**src/rtl/dpwm_capture_pkg.sv**
```systemverilog
// Shared types and constants for the DPWM gate-pair capture block.
package dpwm_pkg;

  typedef enum logic [2:0] {
    SYNC,
    HIGH,
    DTF,
    LOW,
    DTR
  } state_t;

  localparam int CNT_W_DEFAULT     = 8;
  localparam int DITH_BITS_DEFAULT = 3;

  // Largest value an interval counter of width w may hold before it is treated as stalled.
  function automatic int sat_limit(input int w);
    return (1 << w) - 1;
  endfunction

endpackage

```
**src/rtl/dpwm_capture_if.sv**
```systemverilog
// Gate inputs and measurement outputs of dpwm_capture; DPWM_CAPTURE_DITHER_AVG_EN adds the
// dither-averaged duty word.
interface dpwm_capture_if #(
  parameter int CNT_W     = dpwm_pkg::CNT_W_DEFAULT,
  parameter int DITH_BITS = dpwm_pkg::DITH_BITS_DEFAULT
);

  logic             duty_high;
  logic             duty_low;
  logic             fault_clr;
  logic [CNT_W-1:0] t_high;
  logic [CNT_W-1:0] t_low;
  logic [CNT_W-1:0] dt_fall;
  logic [CNT_W-1:0] dt_rise;
  logic [CNT_W-1:0] t_period;
  logic             meas_valid;
  logic             overlap_fault;
  logic             stall_fault;
`ifdef DPWM_CAPTURE_DITHER_AVG_EN
  logic [CNT_W+DITH_BITS-1:0] duty_word;
  logic                       duty_word_valid;
`endif

  modport master (
`ifdef DPWM_CAPTURE_DITHER_AVG_EN
    input  duty_word, duty_word_valid,
`endif
    output duty_high, duty_low, fault_clr,
    input  t_high, t_low, dt_fall, dt_rise, t_period, meas_valid, overlap_fault, stall_fault
  );

  modport slave (
`ifdef DPWM_CAPTURE_DITHER_AVG_EN
    output duty_word, duty_word_valid,
`endif
    input  duty_high, duty_low, fault_clr,
    output t_high, t_low, dt_fall, dt_rise, t_period, meas_valid, overlap_fault, stall_fault
  );

endinterface

```
**src/rtl/dpwm_capture_edge_sync.sv**
```systemverilog
// Registers the gate pair once and derives rising/falling edges from the registered samples.
module dpwm_edge_sync (
  input  logic clk,
  input  logic rst,
  input  logic duty_high,
  input  logic duty_low,
  output logic h_q,
  output logic l_q,
  output logic h_rise,
  output logic h_fall,
  output logic l_rise,
  output logic l_fall
);

  logic h_p;
  logic l_p;

  always_ff @(posedge clk) begin
    if (rst) begin
      h_q <= 1'b0;
      l_q <= 1'b0;
      h_p <= 1'b0;
      l_p <= 1'b0;
    end else begin
      h_q <= duty_high;
      l_q <= duty_low;
      h_p <= h_q;
      l_p <= l_q;
    end
  end

  assign h_rise = h_q & ~h_p;
  assign h_fall = ~h_q & h_p;
  assign l_rise = l_q & ~l_p;
  assign l_fall = ~l_q & l_p;

endmodule

```
**src/rtl/dpwm_capture.sv**
```systemverilog
// Measures on-times, dead times and period of a DPWM gate pair and flags overlap/stall.
// Optional macro DPWM_CAPTURE_DITHER_AVG_EN adds a t_high sum over 2^DITH_BITS periods.
module dpwm_capture #(
  parameter int CNT_W     = dpwm_pkg::CNT_W_DEFAULT,
  parameter int DITH_BITS = dpwm_pkg::DITH_BITS_DEFAULT
) (
  input logic           clk,
  input logic           rst,
  dpwm_capture_if.slave bus
);

  import dpwm_pkg::*;

  localparam logic [CNT_W-1:0] SAT     = CNT_W'(sat_limit(CNT_W));
  localparam logic [CNT_W-1:0] CNT_ONE = {{(CNT_W-1){1'b0}}, 1'b1};

  function automatic logic [CNT_W-1:0] sat_inc(input logic [CNT_W-1:0] v);
    return (v == SAT) ? v : v + CNT_ONE;
  endfunction

  logic h_q, l_q, h_rise, h_fall, l_rise, l_fall;

  dpwm_edge_sync u_edge (
    .clk       (clk),
    .rst       (rst),
    .duty_high (bus.duty_high),
    .duty_low  (bus.duty_low),
    .h_q       (h_q),
    .l_q       (l_q),
    .h_rise    (h_rise),
    .h_fall    (h_fall),
    .l_rise    (l_rise),
    .l_fall    (l_fall)
  );

  state_t           state, state_n;
  logic [CNT_W-1:0] cnt_high, cnt_dtf, cnt_low, cnt_dtr, cnt_per;
  logic [CNT_W-1:0] cnt_high_n, cnt_dtf_n, cnt_low_n, cnt_dtr_n, cnt_per_n;
  logic             vld_p0;
  logic             start_period;
  logic             ovl_hit;
  logic             sat_hit;
  logic             ovl_q;
  logic             stall_q;

  // Stage p0: interval FSM on the registered gate samples
  always_comb begin
    state_n      = state;
    cnt_high_n   = cnt_high;
    cnt_dtf_n    = cnt_dtf;
    cnt_low_n    = cnt_low;
    cnt_dtr_n    = cnt_dtr;
    cnt_per_n    = (state == SYNC) ? cnt_per : sat_inc(cnt_per);
    vld_p0       = 1'b0;
    start_period = 1'b0;
    ovl_hit      = h_q & l_q;
    sat_hit      = (state != SYNC) &&
                   ((cnt_high == SAT) || (cnt_dtf == SAT) || (cnt_low == SAT) ||
                    (cnt_dtr == SAT) || (cnt_per == SAT));

    if (ovl_hit || sat_hit) begin
      state_n = SYNC;
    end else begin
      case (state)
        SYNC: begin
          if (h_rise) start_period = 1'b1;
        end
        HIGH: begin
          if (h_fall && l_rise) begin
            state_n   = LOW;
            cnt_low_n = CNT_ONE;
          end else if (h_fall) begin
            state_n   = DTF;
            cnt_dtf_n = CNT_ONE;
          end else begin
            cnt_high_n = sat_inc(cnt_high);
          end
        end
        DTF: begin
          if (h_rise) begin
            state_n = SYNC;
          end else if (l_rise) begin
            state_n   = LOW;
            cnt_low_n = CNT_ONE;
          end else begin
            cnt_dtf_n = sat_inc(cnt_dtf);
          end
        end
        LOW: begin
          // Zero rising dead time: the period closes straight from LOW with dt_rise still 0.
          if (l_fall && h_rise) begin
            vld_p0       = 1'b1;
            start_period = 1'b1;
          end else if (l_fall) begin
            state_n   = DTR;
            cnt_dtr_n = CNT_ONE;
          end else begin
            cnt_low_n = sat_inc(cnt_low);
          end
        end
        DTR: begin
          if (h_rise) begin
            vld_p0       = 1'b1;
            start_period = 1'b1;
          end else if (l_rise) begin
            state_n = SYNC;
          end else begin
            cnt_dtr_n = sat_inc(cnt_dtr);
          end
        end
        default: state_n = SYNC;
      endcase
    end

    // The edge-detect cycle is the first counted cycle of the new high phase.
    if (start_period) begin
      state_n    = HIGH;
      cnt_high_n = CNT_ONE;
      cnt_dtf_n  = '0;
      cnt_low_n  = '0;
      cnt_dtr_n  = '0;
      cnt_per_n  = CNT_ONE;
    end
  end

  always_ff @(posedge clk) begin
    if (rst) begin
      state    <= SYNC;
      cnt_high <= '0;
      cnt_dtf  <= '0;
      cnt_low  <= '0;
      cnt_dtr  <= '0;
      cnt_per  <= '0;
    end else begin
      state    <= state_n;
      cnt_high <= cnt_high_n;
      cnt_dtf  <= cnt_dtf_n;
      cnt_low  <= cnt_low_n;
      cnt_dtr  <= cnt_dtr_n;
      cnt_per  <= cnt_per_n;
    end
  end

  // Stage p1: published measurements and sticky faults
  always_ff @(posedge clk) begin
    if (rst) begin
      bus.t_high     <= '0;
      bus.dt_fall    <= '0;
      bus.t_low      <= '0;
      bus.dt_rise    <= '0;
      bus.t_period   <= '0;
      bus.meas_valid <= 1'b0;
      ovl_q          <= 1'b0;
      stall_q        <= 1'b0;
    end else begin
      bus.meas_valid <= vld_p0;
      if (vld_p0) begin
        bus.t_high   <= cnt_high;
        bus.dt_fall  <= cnt_dtf;
        bus.t_low    <= cnt_low;
        bus.dt_rise  <= cnt_dtr;
        bus.t_period <= cnt_per;
      end
      ovl_q   <= (ovl_q & ~bus.fault_clr) | ovl_hit;
      stall_q <= (stall_q & ~bus.fault_clr) | sat_hit;
    end
  end

  assign bus.overlap_fault = ovl_q;
  assign bus.stall_fault   = stall_q;

`ifdef DPWM_CAPTURE_DITHER_AVG_EN
  localparam int AW = CNT_W + DITH_BITS;

  logic [AW-1:0]        acc;
  logic [DITH_BITS-1:0] frame;
  logic [AW-1:0]        acc_sum;
  logic                 sync_entry;

  assign acc_sum    = acc + {{DITH_BITS{1'b0}}, cnt_high};
  assign sync_entry = (state_n == SYNC) && (state != SYNC);

  // A frame restarts whenever tracking is lost so partial sums never mix across resyncs.
  always_ff @(posedge clk) begin
    if (rst) begin
      acc                 <= '0;
      frame               <= '0;
      bus.duty_word       <= '0;
      bus.duty_word_valid <= 1'b0;
    end else begin
      bus.duty_word_valid <= 1'b0;
      if (sync_entry) begin
        acc   <= '0;
        frame <= '0;
      end else if (vld_p0) begin
        if (&frame) begin
          bus.duty_word       <= acc_sum;
          bus.duty_word_valid <= 1'b1;
          acc                 <= '0;
          frame               <= '0;
        end else begin
          acc   <= acc_sum;
          frame <= frame + 1'b1;
        end
      end
    end
  end
`endif

endmodule
```
**src/flat_wrapper.sv**
```systemverilog
// flat-port wrapper written by rule: the top's interface ports become plain ports
module dpwm_capture_flat import dpwm_pkg::*;
#(
  parameter int CNT_W     = dpwm_pkg::CNT_W_DEFAULT,
  parameter int DITH_BITS = dpwm_pkg::DITH_BITS_DEFAULT
)
  (clk, rst, bus_duty_high, bus_duty_low, bus_fault_clr, bus_t_high, bus_t_low, bus_dt_fall, bus_dt_rise, bus_t_period, bus_meas_valid, bus_overlap_fault, bus_stall_fault);
  dpwm_capture_if #(.CNT_W(CNT_W), .DITH_BITS(DITH_BITS)) bus_i ();
  input logic clk;
  input logic rst;
  input wire logic [$bits(bus_i.duty_high)-1:0] bus_duty_high;
  input wire logic [$bits(bus_i.duty_low)-1:0] bus_duty_low;
  input wire logic [$bits(bus_i.fault_clr)-1:0] bus_fault_clr;
  output wire logic [$bits(bus_i.t_high)-1:0] bus_t_high;
  output wire logic [$bits(bus_i.t_low)-1:0] bus_t_low;
  output wire logic [$bits(bus_i.dt_fall)-1:0] bus_dt_fall;
  output wire logic [$bits(bus_i.dt_rise)-1:0] bus_dt_rise;
  output wire logic [$bits(bus_i.t_period)-1:0] bus_t_period;
  output wire logic [$bits(bus_i.meas_valid)-1:0] bus_meas_valid;
  output wire logic [$bits(bus_i.overlap_fault)-1:0] bus_overlap_fault;
  output wire logic [$bits(bus_i.stall_fault)-1:0] bus_stall_fault;
  assign bus_i.duty_high = bus_duty_high;
  assign bus_i.duty_low = bus_duty_low;
  assign bus_i.fault_clr = bus_fault_clr;
  assign bus_t_high = bus_i.t_high;
  assign bus_t_low = bus_i.t_low;
  assign bus_dt_fall = bus_i.dt_fall;
  assign bus_dt_rise = bus_i.dt_rise;
  assign bus_t_period = bus_i.t_period;
  assign bus_meas_valid = bus_i.meas_valid;
  assign bus_overlap_fault = bus_i.overlap_fault;
  assign bus_stall_fault = bus_i.stall_fault;
  dpwm_capture #(.CNT_W(CNT_W), .DITH_BITS(DITH_BITS)) u_core (.clk(clk), .rst(rst), .bus(bus_i));
endmodule
```
**config.mk**
```make
export PLATFORM = sky130hd
export DESIGN_NAME = dpwm_capture_flat
export DESIGN_NICKNAME = d
export VERILOG_FILES = /design/src/rtl/dpwm_capture_pkg.sv /design/src/rtl/dpwm_capture_if.sv /design/src/rtl/dpwm_capture_edge_sync.sv /design/src/rtl/dpwm_capture.sv /design/src/flat_wrapper.sv
export SDC_FILE = /design/constraint.sdc
export NUM_CORES = 1
export LEC_CHECK = 0
export CAP_MARGIN = 0
export CORE_ASPECT_RATIO = 0.6
export CORE_MARGIN = 5
export CORE_UTILIZATION = 53
export CTS_BUF_LIST = sky130_fd_sc_hd__clkbuf_8
export CTS_CLUSTER_DIAMETER = 40
export DETAILED_ROUTE_END_ITERATION = 8
export PLACE_DENSITY_LB_ADDON = 0.2
export SLEW_MARGIN = 20
export SYNTH_ARGS = -nofsm -noshare
export SYNTH_HDL_FRONTEND = slang
export SYNTH_HIERARCHICAL = 1
export SYNTH_SLANG_ARGS = --single-unit
```
**constraint.sdc**
```tcl
create_clock -name clk -period 2.1 [get_ports clk]
set_clock_uncertainty 0.2 [all_clocks]
set_input_delay 0.42 -clock clk [delete_from_list [all_inputs] [get_ports clk]]
set_output_delay 0.42 -clock clk [all_outputs]
set_load 0.01 [all_outputs]
```
==> flow_summary.ini <==
[logic_synthesis]
syn_avg_cell_area_um2 = 8.827
synth_edf_count = 0
syn-cell-area_mm2 = 0.004528
synth_compound_area_share_pct = 12.60
syn_inst = 513
synth-simple-area-share_pct = 30.45
synth_top_family_by_area = simple AND/OR/NAND/NOR gates
ys_seq_area_share_pct = 39.79
synth_cell_type_count = 58
synthArstFlopShare_pct = 0
synthesis.nets = 523
synth_xor_area_share_pct = 2.128
synthAdderAreaFrac_pct = 1.382
ys_seq_elements = 90
synthFlopType = dfxtp_1
yosysWarningCount = 6
synthMuxAreaShare_pct = 9.505

[finish]
diodes = 0
final_core_utilization_pct = 78.76
layout-drive-gt1-share_pct = 33.33
nNetsFinal = 680
syn2layout_area_growth_pct = 46.56
ff_latch_area_mm2 = 0.001817
fillers = 556
layout.cells.non_filler = 787
multi_input_area_mm2 = 0.002872

[clock_tree]
cts.clk_slew.worst_paths_ns = 0.09
cts_buffer_depth = 2
cts_tree = yes
cts_max_level = 3
clockRootBuffer = clkbuf_8
cts_buffers = 9
cts_hold_buf = 0
clkLatencyLatePin_ns = 0.38
cts_sinks = 90

[timing]
tightest_slew_ns = 0.5945
hold_viol_final = 0
hold_ws_ns = 0.2194
setup_viol = 81
rsz0062_at_grt = true
drv_slew = 0
fin_setup_tns_ns = -14.79
period_needed_ns = 2.402
period_share_pct = 114.4
slew_headroom_pct = 59.95
setup_slack_ns = -0.3023
max_freq_mhz = 416.3

[setup_path]
crit_required_ns = 2.22
timing.setup.critical_path_class = register to register
endpoint_kind = register
critPathLaunchType = register
path_max_fanout = 8
crit_arrival_ns = 2.52

[global_route]
antenna_found_initial = 0
grt_pass1_wl_mm = 20.93
gr-usage-all-layers_pct = 25.11
grt_max_degree = 53
grt-ovfl-total = 0
grt_pass1_vias = 4296

[detailed_routing]
wire_per_inst_um = 17.75
drc = 0
dr_total_vias = 4547
final_antenna_net_count = 0
post_drt_via_cell_ratio = 5.778
dr.pass1.iters = 6
totalWireLength_mm = 13.97
drtIter0Drc = 415

[placed_design]
placed_cells = 747
place_congestion = 0.9493
io_buffer_count = 47
dp_hpwl_mm = 8.722

[power_and_ir_drop]
powerDensity_mw_per_mm2 = 490.4
finalPower_mw = 3.255
ir_drop_mv = 0.4455
p_leak_nw = 2.377

[status]
status = finished, violations left
violations = negative setup slack

[die]
die_area_mm2 = 0.01055
coreArea_mm2 = 0.008426
die_w_um = 129.3
num_io_pins = 48
initial_core_util_pct = 53.74
die_h_um = 81.60
num_rows = 26

[hold_path]
min_path_type = input pin to register

[flow_run]
max_cap_violations = 0
## state kept, by name, summed over array words and instances, names as in the netlist
| name | cells |
|---|---|
| u_core/cnt_low | 8 |
| u_core/state | 3 |
| u_core/bus.t_low | 8 |
| u_core/bus.dt_rise | 8 |
| u_core/bus.t_high | 8 |
| u_core/bus.overlap_fault | 1 |
| u_core/u_edge/l_q | 1 |
| u_core/cnt_per | 8 |
| u_core/cnt_high | 8 |
| u_core/u_edge/h_p | 1 |
| u_core/cnt_dtr | 8 |
| u_core/bus.t_period | 8 |
| u_core/bus.stall_fault | 1 |
| u_core/u_edge/l_p | 1 |
| u_core/bus.meas_valid | 1 |
| u_core/u_edge/h_q | 1 |
| u_core/cnt_dtf | 8 |
| u_core/bus.dt_fall | 8 |
## cell usage after synthesis (2+ instances only)
| master | number | area, µm² |
|---|---|---|
| nor2_1 | 42 | 157.7 |
| a211oi_1 | 2 | 15.01 |
| dfxtp_1 | 90 | 1802 |
| buf_6 | 8 | 90.09 |
| a311oi_1 | 2 | 17.52 |
| o22ai_1 | 3 | 18.77 |
| or3b_1 | 2 | 17.52 |
| a31oi_1 | 9 | 56.30 |
| or4_1 | 3 | 22.52 |
| buf_2 | 9 | 45.04 |
| a41oi_1 | 2 | 17.52 |
| o2111ai_1 | 2 | 17.52 |
| nand2b_1 | 85 | 531.8 |
| clkbuf_1 | 12 | 45.04 |
| and3_1 | 5 | 31.28 |
| xor2_1 | 10 | 87.58 |
| or3_1 | 5 | 31.28 |
| nand2_1 | 30 | 112.6 |
| o21ba_2 | 2 | 20.02 |
| o211ai_1 | 2 | 15.01 |
| nor2b_1 | 15 | 93.84 |
| nand4_1 | 17 | 106.4 |
| inv_1 | 2 | 7.510 |
| nor3_1 | 7 | 35.03 |
| a21oi_1 | 23 | 115.1 |
| mux2i_1 | 43 | 430.4 |
| nor3b_1 | 2 | 15.01 |
| o21ai_0 | 25 | 125.1 |
| nor4_1 | 2 | 12.51 |
| nand3_1 | 16 | 80.08 |
| a211oi_2 | 2 | 25.02 |
| ha_1 | 5 | 62.56 |
| and2_1 | 3 | 18.77 |
| o21a_1 | 2 | 15.01 |
## logic make-up after synthesis
family | after synthesis
buffers and inverters | 31
DFF | 90
xor gates and xnor gates | 11
AOI/OAI and AO/OA | 88
adders and majority gates | 5
muxes | 43
and+or+nand+nor | 245
## critical path: stages, from the launching register on
cell and delay (ns):
dfxtp_2 0.34, ha_4 0.15, nand4_1 0.17, o22ai_2 0.13
buf_4 0.16, buf_6 0.11, nor3_4 0.22, nand2_1 0.11
buf_6 0.15, or4_4 0.48, a21oi_2 0.13
## where the power goes
| group | total [mW] | switching, mW | internal (mW) |
|---|---|---|---|
| clock | 1.20 | 0.636 | 0.563 |
| sequential | 1.73 | 0.0137 | 1.72 |
| combinational | 0.323 | 0.160 | 0.163 |
## layout by cell type, fill, tap and decap left out, types with 11 or more instances in the layout
cell             synthesis  final
a21oi_1                 23     15
nand3_1                 16     11
nor2_1                  42     38
mux2i_1                 43     42
buf_4                    0     99
nand2b_1                85     82
dfxtp_1                 90     80
nand4_1                 17     17
buf_6                    8     21
nand2_1                 30     27
o21ai_0                 25     15
clkdlybuf4s50_1          0     46
clkbuf_8                 0     13
## worst paths after layout
check | cells after the start | start | to | slack (ns)
setup reg to reg | 10 | u_core/cnt_low[1] | u_core/cnt_dtf[6] | -0.30
hold / removal | 4 | rst | u_core/bus.meas_valid | 0.22
setup / recovery | 10 | u_core/cnt_low[1] | u_core/cnt_dtf[6] | -0.30
hold reg to reg | 2 | u_core/bus.t_low[0] | u_core/bus.t_low[0] | 0.27
## repair_timing
item                       CTS  global route
pin swaps                   28            14
setup endpoints to repair   85            82
setup buffers               16            10
gates cloned                 1             3
resized for setup           70            32
## per-layer routing
metal  vias up  part of all wire (%)  wire [µm]  GRT usage (%)
met5         -                     0          0              0
met3        31                   7.5       1053          6.823
li1       2121                     -          -              -
met2       203                    46       6413          40.03
met1      2192                    45       6286          33.43
met4         0                   1.6        219          7.862
## area by class of cell
type	instances	share of cell area (%)
clock inverters	3	0.3205
multi-input cells	392	43.27
clock buffers	13	2.696
repair buffers	175	24.11
well taps	112	2.112
flip-flops and latches	90	27.38
inverters	2	0.1131
## metrics by stage
| step | setup WS, ns | instance area (µm²) |
|---|---|---|
| 2_1_floorplan | -0.07746 | 4601 |
| 3_3_place_gp | -0.1804 | 5823 |
| 3_5_place_dp | -0.2216 | 5823 |
| 4_1_cts | -0.2036 | 6411 |
| 5_1_grt | -0.3633 | 6636 |
| 6_report | -0.3023 | 6636 |
No activity file was read; power rests on OpenSTA's default activity.
